`config.mk`:
```
export PLATFORM = sky130hd
export DESIGN_NAME = regfile_dump
export DESIGN_NICKNAME = d
export VERILOG_FILES = /design/src/rtl/regfile_dump.sv
export SDC_FILE = /design/constraint.sdc
export NUM_CORES = 2
export LEC_CHECK = 0
export CAP_MARGIN = 20
export CELL_PAD_IN_SITES_DETAIL_PLACEMENT = 0
export CELL_PAD_IN_SITES_GLOBAL_PLACEMENT = 2
export CORE_MARGIN = 4
export CORE_UTILIZATION = 46
export CTS_CLUSTER_DIAMETER = 60
export DETAILED_ROUTE_END_ITERATION = 7
export HOLD_SLACK_MARGIN = 0.02
export PLACE_DENSITY = 0.88
export RECOVER_POWER = 100
export SYNTH_ARGS = -nofsm -noshare
export SYNTH_HDL_FRONTEND = slang
export SYNTH_SLANG_ARGS = --single-unit
export TNS_END_PERCENT = 50
```
`constraint.sdc`:
```
create_clock -name clock -period 9.1 [get_ports clock]
set_input_delay 1.82 -clock clock [delete_from_list [all_inputs] [get_ports clock]]
set_output_delay 1.82 -clock clock [all_outputs]
set_load 0.01 [all_outputs]
```
`src/rtl/regfile_dump.sv`:
```
// regfile_dump: register file with two combinational read ports, one write port,
// a sticky program-end flag and a handshaked streamer that emits every register
// in index order. Register 0 always reads as zero and is never written.
module regfile_dump #(
   parameter int WIDTH     = 32,
   parameter int NREGS     = 32,
   parameter int IDXW      = 5,
   parameter int AUTO_DUMP = 1
) (
   input  logic             clock,
   input  logic             reset,
   input  logic             we,
   input  logic [IDXW-1:0]  waddr,
   input  logic [WIDTH-1:0] wdata,
   input  logic [IDXW-1:0]  raddr1,
   input  logic [IDXW-1:0]  raddr2,
   output logic [WIDTH-1:0] rdata1,
   output logic [WIDTH-1:0] rdata2,
   input  logic [31:0]      instrucao,
   input  logic             dump_req,
   input  logic             dump_ready,
   output logic             dump_valid,
   output logic [IDXW-1:0]  dump_idx,
   output logic [WIDTH-1:0] dump_data,
   output logic             dump_busy,
   output logic             dump_done,
   output logic             halted
);

   // Register count widened by one bit so NREGS == 2**IDXW still compares correctly.
   localparam logic [IDXW:0]   NREGS_EXT = (IDXW+1)'(NREGS);
   localparam logic [IDXW-1:0] LAST_IDX  = IDXW'(NREGS - 1);

   typedef enum logic [1:0] {
      IDLE = 2'd0,
      DUMP = 2'd1,
      DONE = 2'd2
   } state_t;

   state_t           state;
   state_t           state_next;
   logic [IDXW-1:0]  ptr;
   logic [IDXW-1:0]  ptr_next;
   logic [WIDTH-1:0] regs [NREGS];

   logic             wr_ok;
   logic             halt_now;
   logic             start_dump;

   // An index names a real, writable register: not zero and below NREGS.
   function automatic logic in_range(input logic [IDXW-1:0] idx);
      return (idx != '0) && ({1'b0, idx} < NREGS_EXT);
   endfunction

   // A write only lands while running; once halted the file is frozen so the
   // dump reflects the state at program end.
   assign wr_ok      = we && !halted && in_range(waddr);
   assign halt_now   = !halted && (instrucao == 32'd0);
   assign start_dump = dump_req || ((AUTO_DUMP != 0) && halt_now);

   // Register storage: cleared on reset, otherwise updated by qualified writes.
   always_ff @(posedge clock) begin
      if (reset) begin
         for (int i = 0; i < NREGS; i++) begin
            regs[i] <= '0;
         end
      end else if (wr_ok) begin
         regs[waddr] <= wdata;
      end
   end

   // Sticky program-end flag, raised by the first all-zero instruction word.
   always_ff @(posedge clock) begin
      if (reset) begin
         halted <= 1'b0;
      end else if (halt_now) begin
         halted <= 1'b1;
      end
   end

   // Read port 1: zero for register 0 or out-of-range, same-cycle write bypass otherwise.
   always_comb begin
      rdata1 = '0;
      if (in_range(raddr1)) begin
         if (wr_ok && (raddr1 == waddr)) begin
            rdata1 = wdata;
         end else begin
            rdata1 = regs[raddr1];
         end
      end
   end

   // Read port 2: identical behaviour to port 1.
   always_comb begin
      rdata2 = '0;
      if (in_range(raddr2)) begin
         if (wr_ok && (raddr2 == waddr)) begin
            rdata2 = wdata;
         end else begin
            rdata2 = regs[raddr2];
         end
      end
   end

   // Streamer state and beat pointer register.
   always_ff @(posedge clock) begin
      if (reset) begin
         state <= IDLE;
         ptr   <= '0;
      end else begin
         state <= state_next;
         ptr   <= ptr_next;
      end
   end

   // Streamer next-state and handshake outputs; requests outside IDLE are dropped.
   always_comb begin
      state_next = state;
      ptr_next   = ptr;
      dump_valid = 1'b0;
      dump_busy  = 1'b0;
      dump_done  = 1'b0;
      dump_idx   = '0;
      case (state)
         IDLE: begin
            if (start_dump) begin
               state_next = DUMP;
               ptr_next   = '0;
            end
         end
         DUMP: begin
            dump_valid = 1'b1;
            dump_busy  = 1'b1;
            dump_idx   = ptr;
            if (dump_ready) begin
               if (ptr == LAST_IDX) begin
                  state_next = DONE;
               end else begin
                  ptr_next = ptr + IDXW'(1);
               end
            end
         end
         DONE: begin
            dump_done  = 1'b1;
            state_next = IDLE;
         end
         default: begin
            state_next = IDLE;
         end
      endcase
   end

   // Beat data is the stored value only; register 0 is held at zero so it streams 0.
   always_comb begin
      dump_data = '0;
      if (state == DUMP) begin
         dump_data = regs[ptr];
      end
   end

endmodule

```
==> run summary <==
The most common library cell in the layout ignoring fill and taps was sky130_fd_sc_hd__edfxtp_1. Setup violations remaining at the end of the flow were counted as 0. The logs give 0.02009 ns for the setup skew after layout and 4378 for the number of instances in the synthesized netlist. Clock-pin slew was measured on the worst setup and hold paths at 0.06 ns. In this run the critical register-to-register path is launched from halted$_SDFFE_PP0P_. Synthesis instantiated 58 different standard cells from the library. Summed over all layers, the global routing overflow is 0. Along the worst path, the maximum fanout reaches 33.

The smallest clock period supported by the final layout is computed as 8.609 ns. In the final layout, the share of cells above drive strength 1 is 26.52%. The first global-routing pass estimated 350.5 mm of wire. Capturing element of the worst setup path: regs[12][8]$_SDFFCE_PN0P_. In this run the cell area measured after placement is 67710 µm². The logs give 3 for the maximum number of buffers from clock root to sink and 11379 for the number of filler cells placed in the layout. The routed metal-1 wirelength is 86.78 mm. Detailed placement finished with a half-perimeter wire length of 147.1 mm.

In the routed design, unresolved DRC markers number 0. The run finished, with violations left. The run gives 4480 as the final-stage net count. Max-cap violations in this run came to 67. The initial DRC count was 8187. At the pin with the least slew margin, the transition time is 4.134 ns. For the number of CTS-inserted buffers, the log shows 117. The congestion estimate from routability-driven global placement came to 0.9094. STA puts the critical path data arrival time at 8.92 ns. The top cell types in the final layout, fill and taps aside, are sky130_fd_sc_hd__edfxtp_1, sky130_fd_sc_hd__mux4_2, sky130_fd_sc_hd__and2_0, sky130_fd_sc_hd__and2_1, sky130_fd_sc_hd__mux2i_1. The detailed-route vias per instance was 7.233. The number of clock sinks came out at 1037.

The number of gates resized after CTS was 0. The number of cells traversed by the worst register-to-register path is 7, and the number of global-route vias before repair is 44850. TritonCTS built the clock tree. Across the VDD grid, the largest voltage drop is 160.5 µV. The worst path uses 94.61% of the clock period. After synthesis, the mean cell area works out to 14.62 µm². At the later pin of the worst-skew pair, clock insertion delay measures 0.74 ns.

The die covers 145200 µm². The post-synthesis sequential element count was 1037; the vertical die dimension was 381.0 µm. Counting flops with a built-in enable in the synthesized netlist gives 1024. The terminus of the critical flop-to-flop path was regs[12][8]$_SDFFCE_PN0P_.

The starting utilization of the core area is 46.43%, and the max-slew violation count is 2030. After synthesis, the share of flip-flops with an asynchronous set or reset is 0%. Global routing used 34.73% of the available tracks.

Setup repair after global routing left no endpoint under its margin. The quantity of I/O buffers inserted on ports is 188. The finished cells cover 71650 µm². The run gives 255.8 mm as the wire length after detailed routing.

The synthesized netlist occupies a cell area of 63990 µm². After routing, the total negative slack on setup checks comes to 0 ns. Class of the tightest hold or removal check: reg -> reg.

The run gives 136 as the number of placement rows. The tools report the routed length on met3 as 41.64 mm. The cell that appears most often on the critical path is sky130_fd_sc_hd__clkbuf_1. The detailed route wirelength on metal2 was 110.4 mm; the power density normalized to cell area was 176.5 nW/µm².

For the worst setup path, the data required time is 9.41 ns. STA classifies the critical path startpoint as an input pin. Of the synthesized area, sequential elements account for 48.46%. The critical path goes through clkbuf_1 > nor3b_1 > nand3_1 > nor2_4 > clkbuf_1 > or2_2 > clkbuf_2. The run gives 121 as the pin count of the biggest net entering global routing. The number of antenna violations at the first check in global routing is 30, and the number of post-CTS setup repair buffers is 0. The routed layout has 45549 vias. The detail route stage leaves a number of antenna-violating nets equal to 0. The top-level port count is 189, and the chip width is 381.0 µm. Dividing the detail-routed wire length by the instance count gives 40.62 µm. The first detailed-routing pass ran for 8 iterations.

The tools report the number of H-tree levels as 3. The sort of element at the end of the critical path is a register. By startpoint and endpoint, the worst setup path is classified as in -> reg.

The final reports fail on max-capacitance violations, max-slew violations. The slowest library cell on the worst path is sky130_fd_sc_hd__clkbuf_1. In this run the register-to-register setup slack is 2.12 ns.

Compared with the post-synthesis result, the final layout area differs by 11.97%. The most critical setup path has its startpoint at reset. Routed signal wires occupy layers up through met5. The core area is 137800 µm². In this run the static leakage power is 23.32 nW. The tools report the clock tree root driver cell as sky130_fd_sc_hd__clkbuf_16. The largest single stage delay on the critical path is 2.64 ns. The number of hold buffers added after cts was 0; the number of failing hold endpoints at the final stage was 0. Number of synthesis warnings: 0. Headroom to the max-slew limit came out at -175.6%. Based on the critical path, the design can be clocked at up to 116.2 MHz.

Predominant post-synthesis flop cell: sky130_fd_sc_hd__edfxtp_1.
[per-stage QoR]
stage | setup WS, ns | total power, mW | util (%) | instances | hold WS (ns)
2_1_floorplan | 3.635 | 6.894 | - | 4409 | 0.4966
3_3_place_gp | 1.701 | 7.706 | 49.11 | 6056 | 0.5382
3_5_place_dp | 1.627 | 7.739 | 49.13 | 6057 | 0.5493
4_1_cts | 1.625 | 12.60 | 51.97 | 6273 | 0.5576
5_1_grt | 0.6936 | 12.93 | 51.97 | 6286 | 0.6164
6_report | 0.4908 | 12.65 | 51.99 | 6297 | 0.5470
[critical path, delay by kind of cell]
family                 cells  cell delay, ns
buffers and inverters      3            5.00
and+or+nand+nor            4            2.04
[final cells by class]
cell class / count / area (µm²) / area share [%]
sequential: 1037 / 31030 / 43.30
multi-input combinational: 2830 / 30960 / 43.22
timing repair buffer: 362 / 3292 / 4.594
clock buffer: 142 / 3083 / 4.303
tap: 1794 / 2245 / 3.133
clock inverter: 74 / 839.6 / 1.172
inverter: 46 / 172.7 / 0.2410
antenna: 12 / 30.03 / 0.04191
[routing by layer]
layer,track usage (%),up-vias
met4,18.20,10
li1,-,17285
met3,12.66,878
met2,50.76,4231
met1,45.60,23145
met5,0,-
[worst min path at each step]
stage                                    from                  end  slack (ns)  depth (start not counted)
after floorplan           ptr[3]$_SDFFE_PP0P_             register        0.50                          2
after global placement    ptr[3]$_SDFFE_PP0P_  ptr[3]$_SDFFE_PP0P_        0.54                          2
after detailed placement  ptr[3]$_SDFFE_PP0P_  ptr[3]$_SDFFE_PP0P_        0.55                          2
after CTS                 ptr[3]$_SDFFE_PP0P_  ptr[3]$_SDFFE_PP0P_        0.56                          2
after global routing      ptr[3]$_SDFFE_PP0P_  ptr[3]$_SDFFE_PP0P_        0.62                          2
final                     ptr[3]$_SDFFE_PP0P_  ptr[3]$_SDFFE_PP0P_        0.55                          2
[cells in the mapped netlist, types with 13 or more instances]
master	number	area (µm²)
sky130_fd_sc_hd__a211oi_1	48	360.4
sky130_fd_sc_hd__a21oi_1	69	345.3
sky130_fd_sc_hd__a221o_1	14	140.1
sky130_fd_sc_hd__a221oi_1	60	525.5
sky130_fd_sc_hd__a22o_1	25	219.0
sky130_fd_sc_hd__a22oi_1	31	232.7
sky130_fd_sc_hd__a31oi_1	28	175.2
sky130_fd_sc_hd__and2_1	1000	6256
sky130_fd_sc_hd__buf_1	24	90.09
sky130_fd_sc_hd__buf_2	85	425.4
sky130_fd_sc_hd__buf_4	37	277.8
sky130_fd_sc_hd__buf_6	20	225.2
sky130_fd_sc_hd__clkbuf_1	330	1239
sky130_fd_sc_hd__dfxtp_1	13	260.3
sky130_fd_sc_hd__edfxtp_1	1024	30750
sky130_fd_sc_hd__inv_1	46	172.7
sky130_fd_sc_hd__mux2_2	49	551.8
sky130_fd_sc_hd__mux2i_1	177	1772
sky130_fd_sc_hd__mux4_2	754	16980
sky130_fd_sc_hd__nand2_1	98	367.9
sky130_fd_sc_hd__nand3_1	40	200.2
sky130_fd_sc_hd__nor2_1	98	367.9
sky130_fd_sc_hd__nor2b_1	38	237.7
sky130_fd_sc_hd__o21a_1	20	150.1
sky130_fd_sc_hd__o21ai_0	84	420.4
sky130_fd_sc_hd__o221ai_1	21	183.9
sky130_fd_sc_hd__o22ai_1	16	100.1
sky130_fd_sc_hd__or2_2	33	206.5
[power breakdown]
part / total [mW] / switching [mW] / internal, mW
registers: 5.72 / 0.192 / 5.53
clock network: 4.93 / 2.07 / 2.86
logic: 2.00 / 1.14 / 0.853
[registers in the layout, indices dropped and copies added, names as in the netlist, named ones only]
signal,cells
halted,1
regs,1024
state,2
ptr,5
[kinds of logic (layout without fill, tap and decap cells)]
kind of cell    after synthesis  after routing  synth area share, %
compound gates              452            452                4.949
fa+ha+maj                     2              2              0.03910
simple gates               1354           1354                12.45
buf+inv                     542            624                3.797
xor+xnor                     10             10               0.1369
other cells                   1             44             0.005860
mux                         980            980                30.17
flops                      1037           1037                48.46
(Power assumes the default switching activity.)
